## config.mk

```make
export PLATFORM = sky130hd
export DESIGN_NAME = nibble_serial_adder_flat
export DESIGN_NICKNAME = d
export VERILOG_FILES = /design/src/rtl/nibble_serial_adder_pkg.sv /design/src/rtl/nibble_serial_adder_if.sv /design/src/rtl/nibble_serial_adder_cla4_add.sv /design/src/rtl/nibble_serial_adder.sv /design/src/flat_wrapper.sv
export SDC_FILE = /design/constraint.sdc
export NUM_CORES = 1
export LEC_CHECK = 0
export ABC_AREA = 0
export BUFFER_PORTS_ARGS = -buffer_cell sky130_fd_sc_hd__buf_2
export CORE_MARGIN = 5
export CORE_UTILIZATION = 38
export DETAILED_ROUTE_END_ITERATION = 7
export GPL_ROUTABILITY_DRIVEN = 0
export SYNTH_ARGS = -nofsm -noshare
export SYNTH_HDL_FRONTEND = slang
export SYNTH_HIERARCHICAL = 1
export SYNTH_SLANG_ARGS = --single-unit
```

## constraint.sdc

```tcl
create_clock -name clk_i -period 4.48 [get_ports clk_i]
set_input_delay 0.672 -clock clk_i [delete_from_list [all_inputs] [get_ports clk_i]]
set_output_delay 0.672 -clock clk_i [all_outputs]
set_load 0.05 [all_outputs]
```

## src/rtl/nibble_serial_adder_pkg.sv

```systemverilog
// rtl/nibble_serial_adder_pkg.sv - shared types and constants for the nibble-serial adder
package nibble_serial_adder_pkg;

    typedef enum logic [1:0] {
        IDLE = 2'd0,
        RUN  = 2'd1,
        DONE = 2'd2
    } state_t;

    localparam int NIBBLE_W = 4;

    // Nibble index width; never narrower than one bit so single-nibble builds still elaborate.
    function automatic int idx_w(input int nibbles);
        return (nibbles > 1) ? $clog2(nibbles) : 1;
    endfunction

endpackage

```

## src/rtl/nibble_serial_adder_if.sv

```systemverilog
// rtl/nibble_serial_adder_if.sv - operand/result handshake bundle for the nibble-serial adder
interface nibble_serial_adder_if #(
    parameter int WIDTH = 16
);
    logic             in_valid;
    logic             in_ready;
    logic [WIDTH-1:0] a;
    logic [WIDTH-1:0] b;
    logic             cin;
    logic             out_valid;
    logic             out_ready;
    logic [WIDTH-1:0] sum;
    logic             cout;
    logic             ovf;

    modport slave (
        input  in_valid, a, b, cin, out_ready,
        output in_ready, out_valid, sum, cout, ovf
    );

    modport master (
        output in_valid, a, b, cin, out_ready,
        input  in_ready, out_valid, sum, cout, ovf
    );
endinterface

```

## src/rtl/nibble_serial_adder_cla4_add.sv

```systemverilog
// rtl/nibble_serial_adder_cla4_add.sv - combinational 4-bit carry-lookahead adder stage
module cla4_add (
    input  logic [3:0] a_i,
    input  logic [3:0] b_i,
    input  logic       cin_i,
    output logic [3:0] s_o,
    output logic       cout_o
);
    logic [3:0] g;
    logic [3:0] p;
    logic [4:0] c;

    assign g = a_i & b_i;
    assign p = a_i ^ b_i;

    assign c[0] = cin_i;
    assign c[1] = g[0] | (p[0] & cin_i);
    assign c[2] = g[1] | (p[1] & g[0]) | (p[1] & p[0] & cin_i);
    assign c[3] = g[2] | (p[2] & g[1]) | (p[2] & p[1] & g[0]) | (p[2] & p[1] & p[0] & cin_i);
    assign c[4] = g[3] | (p[3] & g[2]) | (p[3] & p[2] & g[1]) | (p[3] & p[2] & p[1] & g[0])
                | (p[3] & p[2] & p[1] & p[0] & cin_i);

    assign s_o    = p ^ c[3:0];
    assign cout_o = c[4];
endmodule

```

## src/rtl/nibble_serial_adder.sv

```systemverilog
// rtl/nibble_serial_adder.sv - sequences WIDTH-bit adds through one 4-bit CLA stage, LSB nibble first
module nibble_serial_adder
    import nibble_serial_adder_pkg::*;
#(
    parameter int WIDTH = 16
) (
    input  logic                 clk_i,
    input  logic                 rst_i,
    nibble_serial_adder_if.slave bus
);
    localparam int NIBBLES = WIDTH / NIBBLE_W;
    localparam int IW      = idx_w(NIBBLES);

    state_t                               state_q, state_d;
    logic [WIDTH-1:0]                     a_q, a_d, b_q, b_d, sum_q, sum_d;
    logic                                 carry_q, carry_d;
    logic [IW-1:0]                        idx_q, idx_d;
    logic                                 fin_q, fin_d;
    logic                                 cout_q, cout_d, ovf_q, ovf_d;
    logic                                 in_ready_q, in_ready_d, out_valid_q, out_valid_d;

    logic [NIBBLES-1:0][NIBBLE_W-1:0]     a_nibs, b_nibs, sum_nibs;
    logic [NIBBLE_W-1:0]                  nib_s;
    logic                                 nib_cout;

    assign a_nibs = a_q;
    assign b_nibs = b_q;

    cla4_add u_cla4_add (
        .a_i    (a_nibs[idx_q]),
        .b_i    (b_nibs[idx_q]),
        .cin_i  (carry_q),
        .s_o    (nib_s),
        .cout_o (nib_cout)
    );

    always_comb begin
        state_d  = state_q;
        a_d      = a_q;
        b_d      = b_q;
        sum_d    = sum_q;
        carry_d  = carry_q;
        idx_d    = idx_q;
        fin_d    = fin_q;
        cout_d   = cout_q;
        ovf_d    = ovf_q;
        sum_nibs = sum_q;

        case (state_q)
            IDLE: begin
                if (bus.in_valid) begin
                    a_d     = bus.a;
                    b_d     = bus.b;
                    carry_d = bus.cin;
                    sum_d   = '0;
                    idx_d   = '0;
                    fin_d   = 1'b0;
                    cout_d  = 1'b0;
                    ovf_d   = 1'b0;
                    state_d = RUN;
                end
            end
            RUN: begin
                // The cycle after the last nibble only publishes flags from the completed SUM.
                if (fin_q) begin
                    cout_d  = carry_q;
                    ovf_d   = (a_q[WIDTH-1] == b_q[WIDTH-1]) && (sum_q[WIDTH-1] != a_q[WIDTH-1]);
                    state_d = DONE;
                end else begin
                    sum_nibs[idx_q] = nib_s;
                    sum_d           = sum_nibs;
                    carry_d         = nib_cout;
                    if (idx_q == IW'(NIBBLES - 1)) begin
                        fin_d = 1'b1;
                    end else begin
                        idx_d = idx_q + IW'(1);
                    end
                end
            end
            DONE: begin
                if (bus.out_ready) begin
                    state_d = IDLE;
                end
            end
            default: state_d = IDLE;
        endcase

        in_ready_d  = (state_d == IDLE);
        out_valid_d = (state_d == DONE);
    end

    always_ff @(posedge clk_i) begin
        if (rst_i) begin
            state_q     <= IDLE;
            a_q         <= '0;
            b_q         <= '0;
            sum_q       <= '0;
            carry_q     <= 1'b0;
            idx_q       <= '0;
            fin_q       <= 1'b0;
            cout_q      <= 1'b0;
            ovf_q       <= 1'b0;
            in_ready_q  <= 1'b1;
            out_valid_q <= 1'b0;
        end else begin
            state_q     <= state_d;
            a_q         <= a_d;
            b_q         <= b_d;
            sum_q       <= sum_d;
            carry_q     <= carry_d;
            idx_q       <= idx_d;
            fin_q       <= fin_d;
            cout_q      <= cout_d;
            ovf_q       <= ovf_d;
            in_ready_q  <= in_ready_d;
            out_valid_q <= out_valid_d;
        end
    end

    assign bus.in_ready  = in_ready_q;
    assign bus.out_valid = out_valid_q;
    assign bus.sum       = sum_q;
    assign bus.cout      = cout_q;
    assign bus.ovf       = ovf_q;
endmodule

```

## src/flat_wrapper.sv

```systemverilog
// flat-port wrapper written by rule: the top's interface ports become plain ports
module nibble_serial_adder_flat import nibble_serial_adder_pkg::*;
#(
    parameter int WIDTH = 16
)
  (clk_i, rst_i, bus_in_valid, bus_a, bus_b, bus_cin, bus_out_ready, bus_in_ready, bus_out_valid, bus_sum, bus_cout, bus_ovf);
  nibble_serial_adder_if #(.WIDTH(WIDTH)) bus_i ();
  input  logic clk_i;
  input  logic rst_i;
  input wire logic [$bits(bus_i.in_valid)-1:0] bus_in_valid;
  input wire logic [$bits(bus_i.a)-1:0] bus_a;
  input wire logic [$bits(bus_i.b)-1:0] bus_b;
  input wire logic [$bits(bus_i.cin)-1:0] bus_cin;
  input wire logic [$bits(bus_i.out_ready)-1:0] bus_out_ready;
  output wire logic [$bits(bus_i.in_ready)-1:0] bus_in_ready;
  output wire logic [$bits(bus_i.out_valid)-1:0] bus_out_valid;
  output wire logic [$bits(bus_i.sum)-1:0] bus_sum;
  output wire logic [$bits(bus_i.cout)-1:0] bus_cout;
  output wire logic [$bits(bus_i.ovf)-1:0] bus_ovf;
  assign bus_i.in_valid = bus_in_valid;
  assign bus_i.a = bus_a;
  assign bus_i.b = bus_b;
  assign bus_i.cin = bus_cin;
  assign bus_i.out_ready = bus_out_ready;
  assign bus_in_ready = bus_i.in_ready;
  assign bus_out_valid = bus_i.out_valid;
  assign bus_sum = bus_i.sum;
  assign bus_cout = bus_i.cout;
  assign bus_ovf = bus_i.ovf;
  nibble_serial_adder #(.WIDTH(WIDTH)) u_core (.clk_i(clk_i), .rst_i(rst_i), .bus(bus_i));
endmodule
```

Yosys cells after proc, flatten, opt, wreduce, memory -nomap -nowiden
Cells that the tools add are included.
Cells by class
  bitwise logic cells: 29
  muxes and demuxes: 29
  $add $sub $neg: 1
  reduce and logical (&&, ||, !) cells: 10
  order comparisons: 2
  equality and inequality tests: 10
Operators by type and width (number)
  $mux W16: 2
  $pmux W16 S2: 1
  $and A1 B1 Y1: 16
  $bmux W4 S2: 2
  $bwmux W16: 1
  $mux W2: 6
  $mux W4: 3
  $or A1 B1 Y1: 10
  $demux W4 S2: 1
  $pmux W1 S2: 4
  $xor A4 B4 Y4: 2
  $mux W1: 7
  $eq A2 B2 Y1 const B: 3
  $ne A2 B2 Y1 const B: 3
  $pmux W2 S3: 1
  $reduce_and A3 Y1: 2
  $and A4 B4 Y4: 1
  $logic_not A2 Y1: 2
  $pmux W2 S2: 1
  $reduce_and A2 Y1: 2
  $reduce_and A4 Y1: 1
  $lt A2 B3 Y1 const B: 1
  $add A2 B1 Y2 const B: 1
  $eq A2 B1 Y1 const B: 1
  other kinds (6): 7
Word-level totals
  word-level logic and storage cells: 92
  bits in registers: 58
  input bits: 37
  output and inout port bits: 20

Logic depth before layout (Yosys ltp)
Gate-level depths: netlist (run 1).
  depth after elaboration: 11
  mapped depth: 8

Cells and area by module
Netlist (run 1), hierarchy kept.
By module, submodules not included
  nibble_serial_adder: times used 1, cells an instance 281, area each 2427.3 µm²
  cla4_add: times used 1, cells an instance 17, area each 147.6 µm²

Worst setup path after synthesis (run 1)
OpenSTA, ideal clock, no wires.
  path type: reg-to-reg
  from: reg u_core.idx_q[1]
  to: reg u_core.carry_q
  required time: 4.345 ns
  arrival: 2.307 ns
  buffers on the path: 1
  library setup time: 0.135 ns
  cell stages (with the launch flop): 9
  setup slack: 2.038 ns
  path through: dfxtp_1 -> clkbuf_1 -> mux4_2 -> ha_1 -> a21o_1 -> a31o_1 -> a21o_1 -> nor3_1 -> a2111oi_0
Between the ends
  word-level cells in the longest chain between the ends: 10
  elaborated cells on any way between the ends: 19
Ends and longest elaborated chain
  start: declaration: line nibble_serial_adder.sv:17  | logic [IW-1:0] idx_q, idx_d;
  start signal: assignment: line nibble_serial_adder.sv:111  | idx_q <= idx_d;
  $bmux W4 S2 (on tied branches): line nibble_serial_adder.sv:30, nibble_serial_adder.sv:31
  $mux W4 (on tied branches): line nibble_serial_adder.sv:30, nibble_serial_adder.sv:31
  $xor A4 B4 Y4 / $and A4 B4 Y4 (equally long branches): line nibble_serial_adder_cla4_add.sv:14, nibble_serial_adder_cla4_add.sv:13
  $and A1 B1 Y1 (on tied branches): line nibble_serial_adder_cla4_add.sv:20, nibble_serial_adder_cla4_add.sv:21
  $or A1 B1 Y1 (tied with other cells) (2 in a row): line nibble_serial_adder_cla4_add.sv:20  | assign c[4] = g[3] | (p[3] & g[2]) | (p[3] & p[2] & g[1]) | (p[3] & p[2] & p[1] & g[0])
  $or A1 B1 Y1 / $and A1 B1 Y1 (equally long branches): line nibble_serial_adder_cla4_add.sv:20, nibble_serial_adder_cla4_add.sv:21
  $or A1 B1 Y1 (*): line nibble_serial_adder_cla4_add.sv:21  | | (p[3] & p[2] & p[1] & p[0] & cin_i);
  named net u_core.nib_cout: line nibble_serial_adder.sv:24  | logic nib_cout;
  $mux W1 (*): line nibble_serial_adder.sv:65  | if (fin_q) begin
  $pmux W1 S2 (*): line nibble_serial_adder.sv:49  | case (state_q)
  end signal: assignment: line nibble_serial_adder.sv:110  | carry_q <= carry_d;
  end: declaration: line nibble_serial_adder.sv:16  | logic carry_q, carry_d;
The timed path passes the listed nets; every way through them passes the cells marked *. The select of a mux whose other input is x is not followed.
A chain may end at the register's enable or synchronous reset.

Worst setup path after layout (run 1)
  from: reg u_core.idx_q[0]
  to: reg u_core.sum_q[7] (netlist: u_core/bus.sum[7])
Between the ends
  word-level cells in the longest chain between the ends: 11
  elaborated cells on any way between the ends: 23
Ends and longest elaborated chain
  $bmux W4 S2 (on tied branches): line nibble_serial_adder.sv:30, nibble_serial_adder.sv:31
  $mux W4 (on tied branches): line nibble_serial_adder.sv:30, nibble_serial_adder.sv:31
  $xor A4 B4 Y4 / $and A4 B4 Y4 (equally long branches): line nibble_serial_adder_cla4_add.sv:14, nibble_serial_adder_cla4_add.sv:13
  $and A1 B1 Y1: line nibble_serial_adder_cla4_add.sv:19  | assign c[3] = g[2] | (p[2] & g[1]) | (p[2] & p[1] & g[0]) | (p[2] & p[1] & p[0] & cin_i);
  $or A1 B1 Y1 / $and A1 B1 Y1 (equally long branches) (2 in a row): line nibble_serial_adder_cla4_add.sv:19
  $or A1 B1 Y1: line nibble_serial_adder_cla4_add.sv:19
  $xor A4 B4 Y4 (*): line nibble_serial_adder_cla4_add.sv:23  | assign s_o = p ^ c[3:0];
  named net u_core.nib_s[3]: line nibble_serial_adder.sv:23  | logic [NIBBLE_W-1:0] nib_s;
  $bwmux W16 (*): line nibble_serial_adder.sv:70  | sum_nibs[idx_q] = nib_s;
  $mux W16 (*): line nibble_serial_adder.sv:65
  $pmux W16 S2 (*): line nibble_serial_adder.sv:49
  end signal: assignment: line nibble_serial_adder.sv:109  | sum_q <= sum_d;
  end: declaration: line nibble_serial_adder.sv:15  | logic [WIDTH-1:0] a_q, a_d, b_q, b_d, sum_q, sum_d;
Marked as above.

==> impl.org, run 1 <==
** Status
- The flow ran to the end, and the final reports show no timing, DRC or antenna violations.

** Pwr
- Power spread over the standard cell area amounts to 390 nW/um^2.
- Peak VDD IR :: 0.000176 V
- Sum of internal, switching and leakage power :: 1.20 mW
- The analysis attributes to cell leakage a power of 1.28 nW.

** Synth
- Commonest register cell after synthesis :: sky130_fd_sc_hd__dfxtp_1
- In this run the mean area of a mapped cell was 8.64 um^2.
- Basic-gate share of the synthesized area counting and, or, nand and nor cells :: 23.8%
- The share of synthesized area in the top cell type comes to 45.1%.
- The commonest cells after synthesis are 81 x sky130_fd_sc_hd__nand2_1, 58 x sky130_fd_sc_hd__dfxtp_1, 54 x sky130_fd_sc_hd__a21oi_1.
- Syn Nets :: 344
- Largest family of logic cells by synthesized area :: simple AND/OR/NAND/NOR gates
- Summing the areas of all compound-gate instances in the mapped netlist gives 13.8% of the synthesized area.
- The cell count after synthesis came out at 298.
- Yosys synthesis warning count :: 6
- Largest area contributor in the synthesized netlist :: sky130_fd_sc_hd__dfxtp_1
- Post-synthesis share of cell area spent on full adders, half adders and majority gates :: 4.66%
- Count of flip-flops with a built-in enable after synthesis :: 0
- For this run, the register share of the synthesized area comes to 45.1%.
- Flops & latches, synth :: 58
- Most instantiated library cell after synthesis :: sky130_fd_sc_hd__nand2_1
- By area the synthesized netlist is led by sky130_fd_sc_hd__dfxtp_1 45%, sky130_fd_sc_hd__nand2_1 12%, sky130_fd_sc_hd__a21oi_1 10%, sky130_fd_sc_hd__mux4_2 7.0%, sky130_fd_sc_hd__ha_1 3.9%.
- Number of distinct library cell variants in the gate-level netlist after synthesis :: 33
- In this run the cell area of the synthesized design comes to 2570 um^2.
- Measured against the total synthesized area, the mux share comes to 7.00%.
- Xor-xnor portion of the synthesized cell area :: 1.02%
- In the synthesized netlist the async set-or-reset flop fraction comes to 0%.

** STA
- Setup violations remaining at the end of the flow were counted as 0.
- Final worst clock skew :: 0.00693 ns
- Across all hold checks on the routed design, the worst slack comes to 0.452 ns.
- Static timing analysis puts the maximum clock frequency at 379 MHz.
- After layout, the minimum clock period comes to 2.64 ns.
- Slew at the pin closest to its max-slew limit :: 1.12 ns
- For the final routed database, the setup TNS stands at 0 ns.
- Setup repair after global routing left no endpoint under its margin.
- The final max-slew violation count was 0.
- Headroom to the max-slew limit came out at 25.4%.
- The final critical path takes up 58.9% of the cycle.
- Count of endpoints failing hold in the final timing report :: 0

** Floorplan
- Effective utilization at floorplan :: 38.5%
- For this design the top-level I/O count stands at 57.
- Die width :: 92.3 um
- In this run the standard cell core region covers 6680 um^2.
- Die boundary height :: 92.3 um
- The floorplan step defined a die boundary enclosing 8520 um^2.
- The initialized floorplan defines 30 standard-cell rows.

** Placement
- The placed instances occupy a cell area of 2880 um^2.
- Port buffering added 56 buffers.
- Half-perimeter wire length after detailed placement :: 4110 um

** Setup path
- In this run the register-to-register setup slack is 1.84 ns.
- The cell family contributing the most delay on the critical path is flip-flops.
- Largest driver fanout on the critical path :: 12
- WP buf/inv :: 0
- The critical path in this run is classified as reg -> reg.
- At the worst endpoint, the required time is 4.73 ns.
- The critical path goes through mux4_2 -> ha_1 -> a21o_1 -> a31o_1 -> xor2_1 -> nand2_1 -> a21oi_1.
- R2R Path Start :: u_core/idx_q[0]
- CP startpoint kind :: flip-flop
- The critical path starts at u_core/idx_q[0].
- STA classifies the critical path endpoint as a flip-flop.
- For this run, the slowest stage of the critical path takes 0.70 ns.
- Critical path data arrival time :: 2.89 ns
- The slowest stage of the critical path is the sky130_fd_sc_hd__dfxtp_1 cell.

** Route
- After the first detailed-routing iteration, the DRC count stood at 79.
- For this run, design rule violations remaining after detail routing come to 0.
- The highest metal layer carrying signal wires in the routed design is met4.
- Routed metal-1 wirelength :: 2910 um
- Final WL :: 5960 um
- Before antenna repair, the detailed router went through 4 iterations.
- Detail Route met2 WL :: 2740 um
- Total length of routed met3 wires :: 247 um
- Once detail routing completed, the nets flagged for antenna violations numbered 0.
- Detail-routed via count per cell :: 5.05
- After detailed routing, the average wire length per cell comes to 13.9 um.
- Via count :: 2165

** GRT
- Total routing usage reported by global routing :: 15.0%
- Summed over all layers, the global routing overflow is 0.
- The via count of the first global-routing pass came to 2121.
- Initial antenna violation count :: 0
- Entering global routing, the biggest net connects 61 pins.
- The first global-routing pass estimated 10100 um of wire.

** Clock network
- Number of H-tree branching levels :: 3
- Count of buffers added by post-CTS timing repair for setup :: 0
- Count of instances resized after the clock tree is built :: 0
- TritonCTS built the clock tree.
- Clock-pin slew on the worst setup and hold paths :: 0.06 ns
- Counting along the longest clock path gives a buffer depth of 2.
- The number of clock buffers added by TritonCTS is 9.
- At the later pin of the worst-skew pair, clock insertion delay measures 0.33 ns.
- The clock drives 58 sinks.
- Hold repair after CTS inserted 0 buffers.
- Root buffer selected by CTS :: sky130_fd_sc_hd__clkbuf_8

** Job
- Max-cap violations in this run came to 0.

** Layout
- Summing all non-filler instances in the final layout gives an area of 3090 um^2.
- At the end of the flow, the number of nets in the layout was 391.
- In the final layout, the share of cells above drive strength 1 is 23.8%.
- Count of filler cells inserted in the layout :: 703
- Summing all flip-flop and latch instances after layout gives 1160 um^2.
- Multi-input gate area :: 1300 um^2
- Relative to the synthesized area, the layout overhead comes to 19.8%.
- N_diodes :: 0

** Hold path
- Launch point of the worst hold path :: u_core/b_nibs[12]
- Tightest Hold Check Type :: reg -> reg
stage by stage:
stage	setup WS (ns)	util (%)	cells
after floorplan	2.04	-	298
after detailed placement	1.83	43.1	414
final	1.84	46.2	429
after global routing	1.63	46.2	429
after CTS	1.82	46.2	429
after global placement	1.90	43.1	414
registers in the layout, summed over array words and instances (netlist names):
register / count
u_core/a_nibs: 16
u_core/b_nibs: 16
u_core/bus.sum: 16
u_core/idx_q: 2
u_core/state_q: 2
u_core/bus.cout: 1
u_core/bus.in_ready: 1
u_core/bus.out_valid: 1
u_core/bus.ovf: 1
u_core/carry_q: 1
u_core/fin_q: 1
cell usage in the layout (no fill, tap or decap), types with 3 or more instances in the layout:
| cell | n |
|---|---|
| sky130_fd_sc_hd__a21o_1 | 5 |
| sky130_fd_sc_hd__buf_2 | 56 |
| sky130_fd_sc_hd__inv_1 | 8 |
| sky130_fd_sc_hd__a21oi_1 | 54 |
| sky130_fd_sc_hd__nor2_1 | 3 |
| sky130_fd_sc_hd__mux4_2 | 8 |
| sky130_fd_sc_hd__clkbuf_8 | 12 |
| sky130_fd_sc_hd__o21ai_1 | 3 |
| sky130_fd_sc_hd__nand3_1 | 18 |
| sky130_fd_sc_hd__nand2_1 | 81 |
| sky130_fd_sc_hd__ha_1 | 8 |
| sky130_fd_sc_hd__dfxtp_1 | 58 |
| sky130_fd_sc_hd__nand2b_1 | 4 |
where the power goes:
group          switching (mW)  internal, mW
logic                  0.0921        0.0594
clock network           0.191         0.298
registers              0.0213         0.541
total                   0.305         0.899
metal layers:
| layer | GRT usage (%) | up-vias |
|---|---|---|
| li1 | - | 1113 |
| met1 | 19.0 | 992 |
| met2 | 22.8 | 56 |
| met3 | 6.01 | 4 |
| met4 | 5.57 | 0 |
| met5 | 0 | - |
path summary, 6_finish.rpt:
kind | endpoint | cells after the start
setup / recovery | u_core/bus.sum[7] | 7
setup reg to reg | u_core/bus.sum[7] | 7
hold / removal | u_core/b_nibs[12] | 2
hold reg to reg | u_core/b_nibs[12] | 2
cell type report:
class                           instances  share of cell area (%)
Multi-Input combinational cell        211                    42.2
Sequential cell                        58                    37.6
Timing Repair Buffer                   57                    9.33
Clock buffer                           13                    5.47
Tap cell                               80                    3.24
Clock inverter                          2                    1.14
Inverter                                8                   0.973
kinds of logic (layout without fill, tap and decap cells):
kind of cell	count (synthesis)	after routing
mux	8	8
fa+ha+maj	9	9
simple gates	125	125
compound gates	66	66
buf+inv	29	80
xor+xnor	3	3
flops	58	58
tightest hold or removal path, cell delays in order (launching register included):
cell	delay (ns)
sky130_fd_sc_hd__dfxtp_1	0.31
sky130_fd_sc_hd__nand2_1	0.05
sky130_fd_sc_hd__a21oi_1	0.05
(Power assumes the default switching activity.)
==> run 2: changes to the inputs <==
==> constraint.sdc (replaced) <==
create_clock -name clk_i -period 2.25 [get_ports clk_i]
set_input_delay 0.3375 -clock clk_i [delete_from_list [all_inputs] [get_ports clk_i]]
set_output_delay 0.3375 -clock clk_i [all_outputs]
set_load 0.05 [all_outputs]
==> run 2 against run 1 <==
  * Via count is 2.8% higher
  * Wire length is 4.8% higher
  * Cell area is 4.9% higher
  * Die area stayed put
  * Count of clock-buffer cells in the layout stayed put
  * Total power is 91% higher
  * Worst hold slack worse by 0.21 ns
  * Largest cell class unchanged
  * Largest power group unchanged
==> impl.org, run 2 (synthesis gave the netlist of run 1 again) <==
** Floorplan
- Row count :: 30 (unchanged)
- Core area :: 6680 um^2 (unchanged)
- Count of boundary I/O pins :: 57 (unchanged)
- The initial core utilization is 38.5% (unchanged).
- The die width was 92.3 um (unchanged).
- The die outline area is 8520 um^2 (unchanged).
- The y dimension of the die is 92.3 um (unchanged).

** STA
- The final max-slew violation count is 0 (unchanged).
- Slew at the pin closest to its max-slew limit :: 0.834 ns (was 1.12 ns)
- The worst clock skew came to 0.00628 ns (was 0.00693 ns).
- Total setup violations reported at the end of the flow :: 0 (unchanged)
- Worst slew slack as a fraction of its limit :: 44.4% (was 25.4%)
- Final cycle utilization of the critical path :: 96.4% (was 58.9%)
- The count of endpoints failing hold in the final timing report was 0 (unchanged).
- Clock period minus worst slack :: 2.17 ns (was 2.64 ns)
- Final hold slack :: 0.240 ns (was 0.452 ns)
- Highest attainable clock frequency :: 461 MHz (was 379 MHz)

** Clock network
- TritonCTS clock tree :: built (unchanged)
- The clock root buffer is sky130_fd_sc_hd__clkbuf_8 (unchanged).
- The CTS clock-pin slew for the worst setup and hold paths is 0.06 ns (about the same).
- The number of buffers inserted during clock tree synthesis came to 9 (unchanged).
- Number of H-tree branching levels :: 3 (unchanged)
- CTS Buffer Depth :: 2 (unchanged)
- CTS sink cnt :: 58 (unchanged)
- Clock latency on the worst-skew pair :: 0.33 ns (about the same)
- The number of hold-repair buffers added at the cts stage is 0 (unchanged).

** Placement
- Total placed cells including tap cells :: 426 (was 414)
- Port Buffer Count :: 56 (unchanged)
- The HPWL after detailed placement came to 4330 um (was 4110 um).
- Cell area after placement :: 2970 um^2 (was 2880 um^2)

** Layout
- Most used cells in the layout excluding fill and tap cells: 80 x sky130_fd_sc_hd__nand2_1, 56 x sky130_fd_sc_hd__buf_2, 56 x sky130_fd_sc_hd__dfxtp_1, 51 x sky130_fd_sc_hd__a21oi_1, 18 x sky130_fd_sc_hd__nand3_1 (was 81 x sky130_fd_sc_hd__nand2_1, 58 x sky130_fd_sc_hd__dfxtp_1, 56 x sky130_fd_sc_hd__buf_2, 54 x sky130_fd_sc_hd__a21oi_1, 18 x sky130_fd_sc_hd__nand3_1).
- The diode insertion count for antenna repair was 0 (unchanged).
- Nets :: 405 (was 391)
- Count of filler cells inserted in the layout :: 689 (was 703)
- The fraction of layout cells with a size suffix above 1 was 29.4% (was 23.8%).
- Non-filler cells in the finished layout :: 444 (was 429)
- The most common cell after layout, fill and taps aside was sky130_fd_sc_hd__nand2_1 (unchanged).
- The final instance area was 3240 um^2 (was 3090 um^2).
- The layout-stage area growth over the synthesis result was 25.8% (was 19.8%).

** GRT
- Total routing usage reported by global routing :: 15.1% (was 15.0%)
- The global-route wire length before repair is 10200 um (was 10100 um).
- The initial antenna violation count came to 0 (unchanged).
- The maximum number of pins on one net before global-route repair came to 46 (was 61).
- The via count of the first global-routing pass came to 2155 (was 2121).
- GRT overflow :: 0 (unchanged)

** Pwr
- The power density normalized to cell area came to 710 nW/um^2 (was 390 nW/um^2).
- Static Leakage :: 1.33 nW (was 1.28 nW)
- Peak VDD IR :: 0.000478 V (was 0.000176 V)

** Setup path
- The data arrival time of the critical path came to 2.35 ns (was 2.89 ns).
- The top fanout value on the critical path is 5 (was 12).
- CP startpoint kind :: flip-flop (unchanged)
- The critical path data required time is 2.43 ns (was 4.73 ns).
- The startpoint of the most critical setup path is u_core/idx_q[0] (unchanged).
- Setup Crit Path Kind :: reg -> reg (unchanged)
- The reg-to-reg critical path startpoint is u_core/idx_q[0] (unchanged).
- The endpoint kind of the worst setup timing path is a flip-flop (unchanged).

** Hold path
- Tightest Hold Check Type :: in -> reg (was reg -> reg)
- The origin of the worst min-delay path is bus_a[5] (was u_core/b_nibs[12]).

** Route
- Number of violations reported at the end of detailed-routing iteration 0 :: 86 (was 79)
- The length of the first detailed-routing pass in iterations is 4 (unchanged).
- Detail-routed via count per cell :: 5.01 (was 5.05)
- The total wire length after detailed routing came to 6250 um (was 5960 um).
- Drt wl/cell :: 14.1 um (was 13.9 um)
- The DRC violation count after routing was 0 (unchanged).
- Antenna Violating Nets Remaining :: 0 (unchanged)
- The via total after detailed routing came to 2226 (was 2165).

** Status
- Status :: complete, no violations (unchanged)

** Job
- Reported max-cap violation count :: 0 (unchanged)
[run 2: cell types whose count changed in the layout (fill, tap and decap cells not counted), moves of 3 or more]
cell                      previous run  this run
sky130_fd_sc_hd__ha_4                0         3
sky130_fd_sc_hd__a21oi_2             0         3
sky130_fd_sc_hd__a21oi_1            54        51
sky130_fd_sc_hd__ha_1                8         5
sky130_fd_sc_hd__buf_4               1        12
[run 2: through the flow]
| stage | utilization, % | total power, mW | setup TNS [ns] | worst slack [ns] |
|---|---|---|---|---|
| 2_1_floorplan | - | 1.35 | 0 | 0.00798 |
| 3_3_place_gp | 44.5 | 1.48 | -0.134 | -0.0728 |
| 3_5_place_dp | 44.5 | 1.49 | -0.530 | -0.122 |
| 4_1_cts | 47.1 | 2.31 | 0 | 0.0188 |
| 5_1_grt | 48.5 | 2.43 | -0.00892 | -0.00593 |
| 6_report | 48.5 | 2.30 | 0 | 0.0817 |
[run 2: path summary, 6_finish.rpt]
check                           cells past startpoint  slack (ns)                to
worst max register to register                      7        0.08    u_core/carry_q
worst min register to register                      2        0.45  u_core/b_nibs[0]
worst max-delay path                                7        0.08    u_core/carry_q
worst min-delay path                                3        0.24  u_core/a_nibs[5]
[run 2: final cells by class]
class / instances / area, um^2 / share of cell area [%]
Clock buffer: 13 / 149 / 4.60
Clock inverter: 3 / 15.0 / 0.464
Inverter: 8 / 30.0 / 0.927
Multi-Input combinational cell: 211 / 1370 / 42.2
Sequential cell: 58 / 1170 / 36.0
Tap cell: 80 / 100 / 3.09
Timing Repair Buffer: 71 / 413 / 12.8
[run 2: report_power, final]
group | switching [mW] | total, mW | internal [mW]
clock network | 0.387 | 0.811 | 0.425
logic | 0.211 | 0.376 | 0.165
registers | 0.0365 | 1.11 | 1.08
[run 2: layer usage]
metal | vias to the layer above | track usage [%] | wire length [um]
met1 | 1020 | 19.0 | 2880
met4 | 0 | 4.08 | 40
met2 | 55 | 24.5 | 2970
li1 | 1147 | - | -
met3 | 4 | 5.44 | 352
met5 | - | 0 | 0
[run 2: timing repair]
action	in CTS	in global routing
resized for setup	5	11
gates cloned	0	0
endpoints found under the setup margin	9	6
pin swaps	0	10
buffers inserted	0	2
[run 2: worst max-delay path, stage by stage (launching register included)]
cell and delay (ns):
sky130_fd_sc_hd__dfxtp_4 0.39, sky130_fd_sc_hd__mux4_2 0.54, sky130_fd_sc_hd__ha_4 0.26, sky130_fd_sc_hd__a21o_1 0.18
sky130_fd_sc_hd__a31o_1 0.22, sky130_fd_sc_hd__a21o_1 0.21, sky130_fd_sc_hd__nor3_2 0.15, sky130_fd_sc_hd__a2111oi_2 0.06
==> run 3: changes to the inputs <==
--- a/config.mk
+++ b/config.mk
@@ -11,6 +11,7 @@
 export CORE_UTILIZATION = 38
 export DETAILED_ROUTE_END_ITERATION = 7
 export GPL_ROUTABILITY_DRIVEN = 0
+export GPL_TIMING_DRIVEN = 0
 export SYNTH_ARGS = -nofsm -noshare
 export SYNTH_HDL_FRONTEND = slang
 export SYNTH_HIERARCHICAL = 1
==> run 3 against run 2 <==
  * Final cell count up 3.2%
  * Largest cell class unchanged
  * Total power up 3.1%
  * Global-route usage up 0.98 points
  * Wire length up 3.4%
  * Largest power group unchanged
  * Critical endpoint unchanged
  * Sequential share of layout area down 0.88 points
  * Highest routed layer unchanged
  * First-iteration DRC count up 20%
  * Count of clock-buffer cells in the layout up 1
==> impl.org, run 3 (synthesis gave the netlist of run 1 again) <==
** Hold path
- The cell count of the worst hold path was 3 (unchanged).
- Tightest Hold Check Type :: in -> reg (unchanged)
- Worst hold path endpoint :: u_core/b_nibs[14] (was u_core/a_nibs[5])
- The origin of the worst min-delay path is bus_b[14] (was bus_a[5]).

** Route
- Antenna Violating Nets Remaining :: 0 (unchanged)
- The average wire per standard cell was 14.1 um (about the same).
- The total wire length after detailed routing is 6460 um (was 6250 um).
- The mean number of vias per cell was 4.99 (was 5.01).
- Number of violations reported at the end of detailed-routing iteration 0 :: 103 (was 86)
- The length of the first detailed-routing pass in iterations came to 4 (unchanged).
- The via total after detailed routing came to 2285 (was 2226).
- The DRC violation count after routing is 0 (unchanged).

** Clock network
- The TritonCTS sink count came to 58 (unchanged).
- The source-to-sink clock delay at the later pin of the worst-skew pair came to 0.33 ns (about the same).
- The number of buffers inserted during clock tree synthesis came to 9 (unchanged).
- The number of hold-repair buffers added at the cts stage came to 0 (unchanged).
- The TritonCTS clock tree is built (unchanged).
- Number of H-tree branching levels :: 3 (unchanged)
- The maximum clock insertion buffer count was 2 (unchanged).
- Clock-pin slew on the worst setup and hold paths :: 0.06 ns (about the same)
- The clock root buffer was sky130_fd_sc_hd__clkbuf_8 (unchanged).

** Setup path
- The top fanout value on the critical path is 5 (unchanged).
- The endpoint of the worst-slack reg-to-reg timing path is u_core/carry_q (unchanged).
- The reg2reg setup slack is 0.02 ns (was 0.08 ns).
- The type of origin of the critical path is a flip-flop (unchanged).
- R2r worst-path depth :: 8 (was 7)
- Setup Crit Path Kind :: reg -> reg (unchanged)
- The critical path data required time was 2.45 ns (was 2.43 ns).
- The endpoint kind of the worst setup timing path was a flip-flop (unchanged).
- Critical path data arrival time :: 2.42 ns (was 2.35 ns)
- R2R Path Start :: u_core/idx_q[0] (unchanged)
- The startpoint of the most critical setup path is u_core/idx_q[0] (unchanged).

** GRT
- The maximum number of pins on one net before global-route repair is 11 (was 46).
- The total overflow reported by the global router is 0 (unchanged).
- Total routing usage reported by global routing :: 16.1% (was 15.1%)
- Wire length of the first global-routing pass :: 10700 um (was 10200 um)
- Vias in the first global route :: 2206 (was 2155)
- Initial antenna violation count :: 0 (unchanged)

** Layout
- Nets :: 419 (was 405)
- Most used cells in the layout excluding fill and tap cells: 80 x sky130_fd_sc_hd__nand2_1, 62 x sky130_fd_sc_hd__buf_2, 56 x sky130_fd_sc_hd__dfxtp_1, 50 x sky130_fd_sc_hd__a21oi_1, 18 x sky130_fd_sc_hd__nand3_1 (was 80 x sky130_fd_sc_hd__nand2_1, 56 x sky130_fd_sc_hd__buf_2, 56 x sky130_fd_sc_hd__dfxtp_1, 51 x sky130_fd_sc_hd__a21oi_1, 18 x sky130_fd_sc_hd__nand3_1).
- The final cell utilization of the core was 49.7% (was 48.5%).
- The fraction of layout cells with a size suffix above 1 is 29.9% (was 29.4%).
- The diode insertion count for antenna repair was 0 (unchanged).
- Final design area excluding fillers :: 3320 um^2 (was 3240 um^2)
- The most common cell after layout, fill and taps aside was sky130_fd_sc_hd__nand2_1 (unchanged).
- Layout overhead on the synthesized area :: 28.9% (was 25.8%)

** Pwr
- The maximum vdd ir drop is 0.000348 V (was 0.000478 V).
- Switching share of power :: 27.3% (was 27.6%)
- Total power divided by cell area :: 715 nW/um^2 (was 710 nW/um^2)
- The fraction of power consumed by the clock network was 36.9% (was 35.3%).
- Cell-internal power :: 1.72 mW (was 1.67 mW)
- The share of total power in sequential cells was 46.6% (was 48.4%).
- The leakage power came to 1.38 nW (was 1.33 nW).
- The fraction of power consumed by combinational cells was 16.5% (was 16.3%).
- Sum of internal, switching and leakage power :: 2.37 mW (was 2.30 mW)
- The switching power of the nets is 648 uW (was 634 uW).

** STA
- The post-route worst hold slack came to 0.235 ns (was 0.240 ns).
- The worst-case setup margin in the final layout was 0.0249 ns (was 0.0817 ns).
- Final cycle utilization of the critical path :: 98.9% (was 96.4%)
- The clock period minus final worst setup slack is 2.23 ns (was 2.17 ns).
- Setup repair after global routing could not meet its margin everywhere.
- The count of endpoints failing hold in the final timing report came to 0 (unchanged).
- Final worst clock skew :: 0.00547 ns (was 0.00628 ns)
- The slew at the pin with the worst max-slew slack came to 0.627 ns (was 0.834 ns).
- Highest attainable clock frequency :: 449 MHz (was 461 MHz)
- Worst slew slack as a fraction of its limit :: 58.2% (was 44.4%)
- The final count of negative-setup-slack endpoints is 0 (unchanged).
- The final max-slew violation count is 0 (unchanged).

** Floorplan
- Die area :: 8520 um^2 (unchanged)
- The top-level port count was 57 (unchanged).
- Row count :: 30 (unchanged)
- The y dimension of the die is 92.3 um (unchanged).
- The initial core utilization is 38.5% (unchanged).
- Core area :: 6680 um^2 (unchanged)
- Die width :: 92.3 um (unchanged)

** Placement
- Cell area after placement :: 2960 um^2 (was 2970 um^2)
- Worst-case setup slack after placement :: -0.320 ns (was -0.122 ns)
- Port Buffer Count :: 55 (was 56)
- Half-perimeter wire length after detailed placement :: 4600 um (was 4330 um)

** Job
- The count of max-cap constraint violations came to 0 (unchanged).

** Status
- Status: complete, no violations (unchanged).
run 3: changes by cell type in the layout (fill, tap and decap cells not counted), sizes merged:
cell	change
clkinv	-1
clkbuf	+15
run 3: per-stage QoR:
stage	std cells	setup TNS, ns
after floorplan	298	0
after global placement	433	-2.00
after detailed placement	433	-2.13
after CTS	457	-0.160
after global routing	458	-0.329
final	458	0
run 3: repair_timing:
action | in CTS | in global routing
gates resized for setup | 7 | 13
endpoints found under the setup margin | 10 | 13
buffers inserted | 7 | 1
pin swaps | 3 | 11
gates cloned | 1 | 0
run 3: worst max path at each step:
| stage | endpoint | depth (start not counted) |
|---|---|---|
| finish | u_core/carry_q | 8 |
| global route | u_core/carry_q | 8 |
| CTS | u_core/carry_q | 8 |
| detailed placement | u_core/bus.sum[11] | 8 |
| global placement | u_core/bus.sum[15] | 8 |
| floorplan | u_core/carry_q | 8 |
run 3: final cells by class:
| cell class | instances | area (um^2) |
|---|---|---|
| Clock inverter | 2 | 10.0 |
| Sequential cell | 58 | 1170 |
| Timing Repair Buffer | 64 | 340 |
| Buffer | 21 | 108 |
| Inverter | 8 | 30.0 |
| Clock buffer | 14 | 173 |
| Fill cell | 665 | 3360 |
| Multi-Input combinational cell | 211 | 1390 |
| Tap cell | 80 | 100 |
run 3: per-layer routing:
layer  wire length, um  track usage, %
met1              3090            20.9
met2              2910            24.7
met3               328            4.47
met4               131            7.43
met5                 0               0
run 3: worst max-delay path, cell delays in order (launching register included):
cell and delay [ns]:
sky130_fd_sc_hd__dfxtp_4 0.37, sky130_fd_sc_hd__buf_8 0.13, sky130_fd_sc_hd__mux4_2 0.54, sky130_fd_sc_hd__ha_4 0.27, sky130_fd_sc_hd__a21o_1 0.17, sky130_fd_sc_hd__a31o_4 0.23, sky130_fd_sc_hd__a21o_1 0.20, sky130_fd_sc_hd__nor3_2 0.14
sky130_fd_sc_hd__a2111oi_2 0.05
run 3: power by group through the flow:
stage,clock [mW],sequential (mW),combinational [mW]
after floorplan,0,1.14,0.209
after global placement,0,1.13,0.336
after detailed placement,0,1.13,0.340
after CTS,0.897,1.11,0.368
after global routing,0.945,1.11,0.433
final,0.875,1.11,0.390
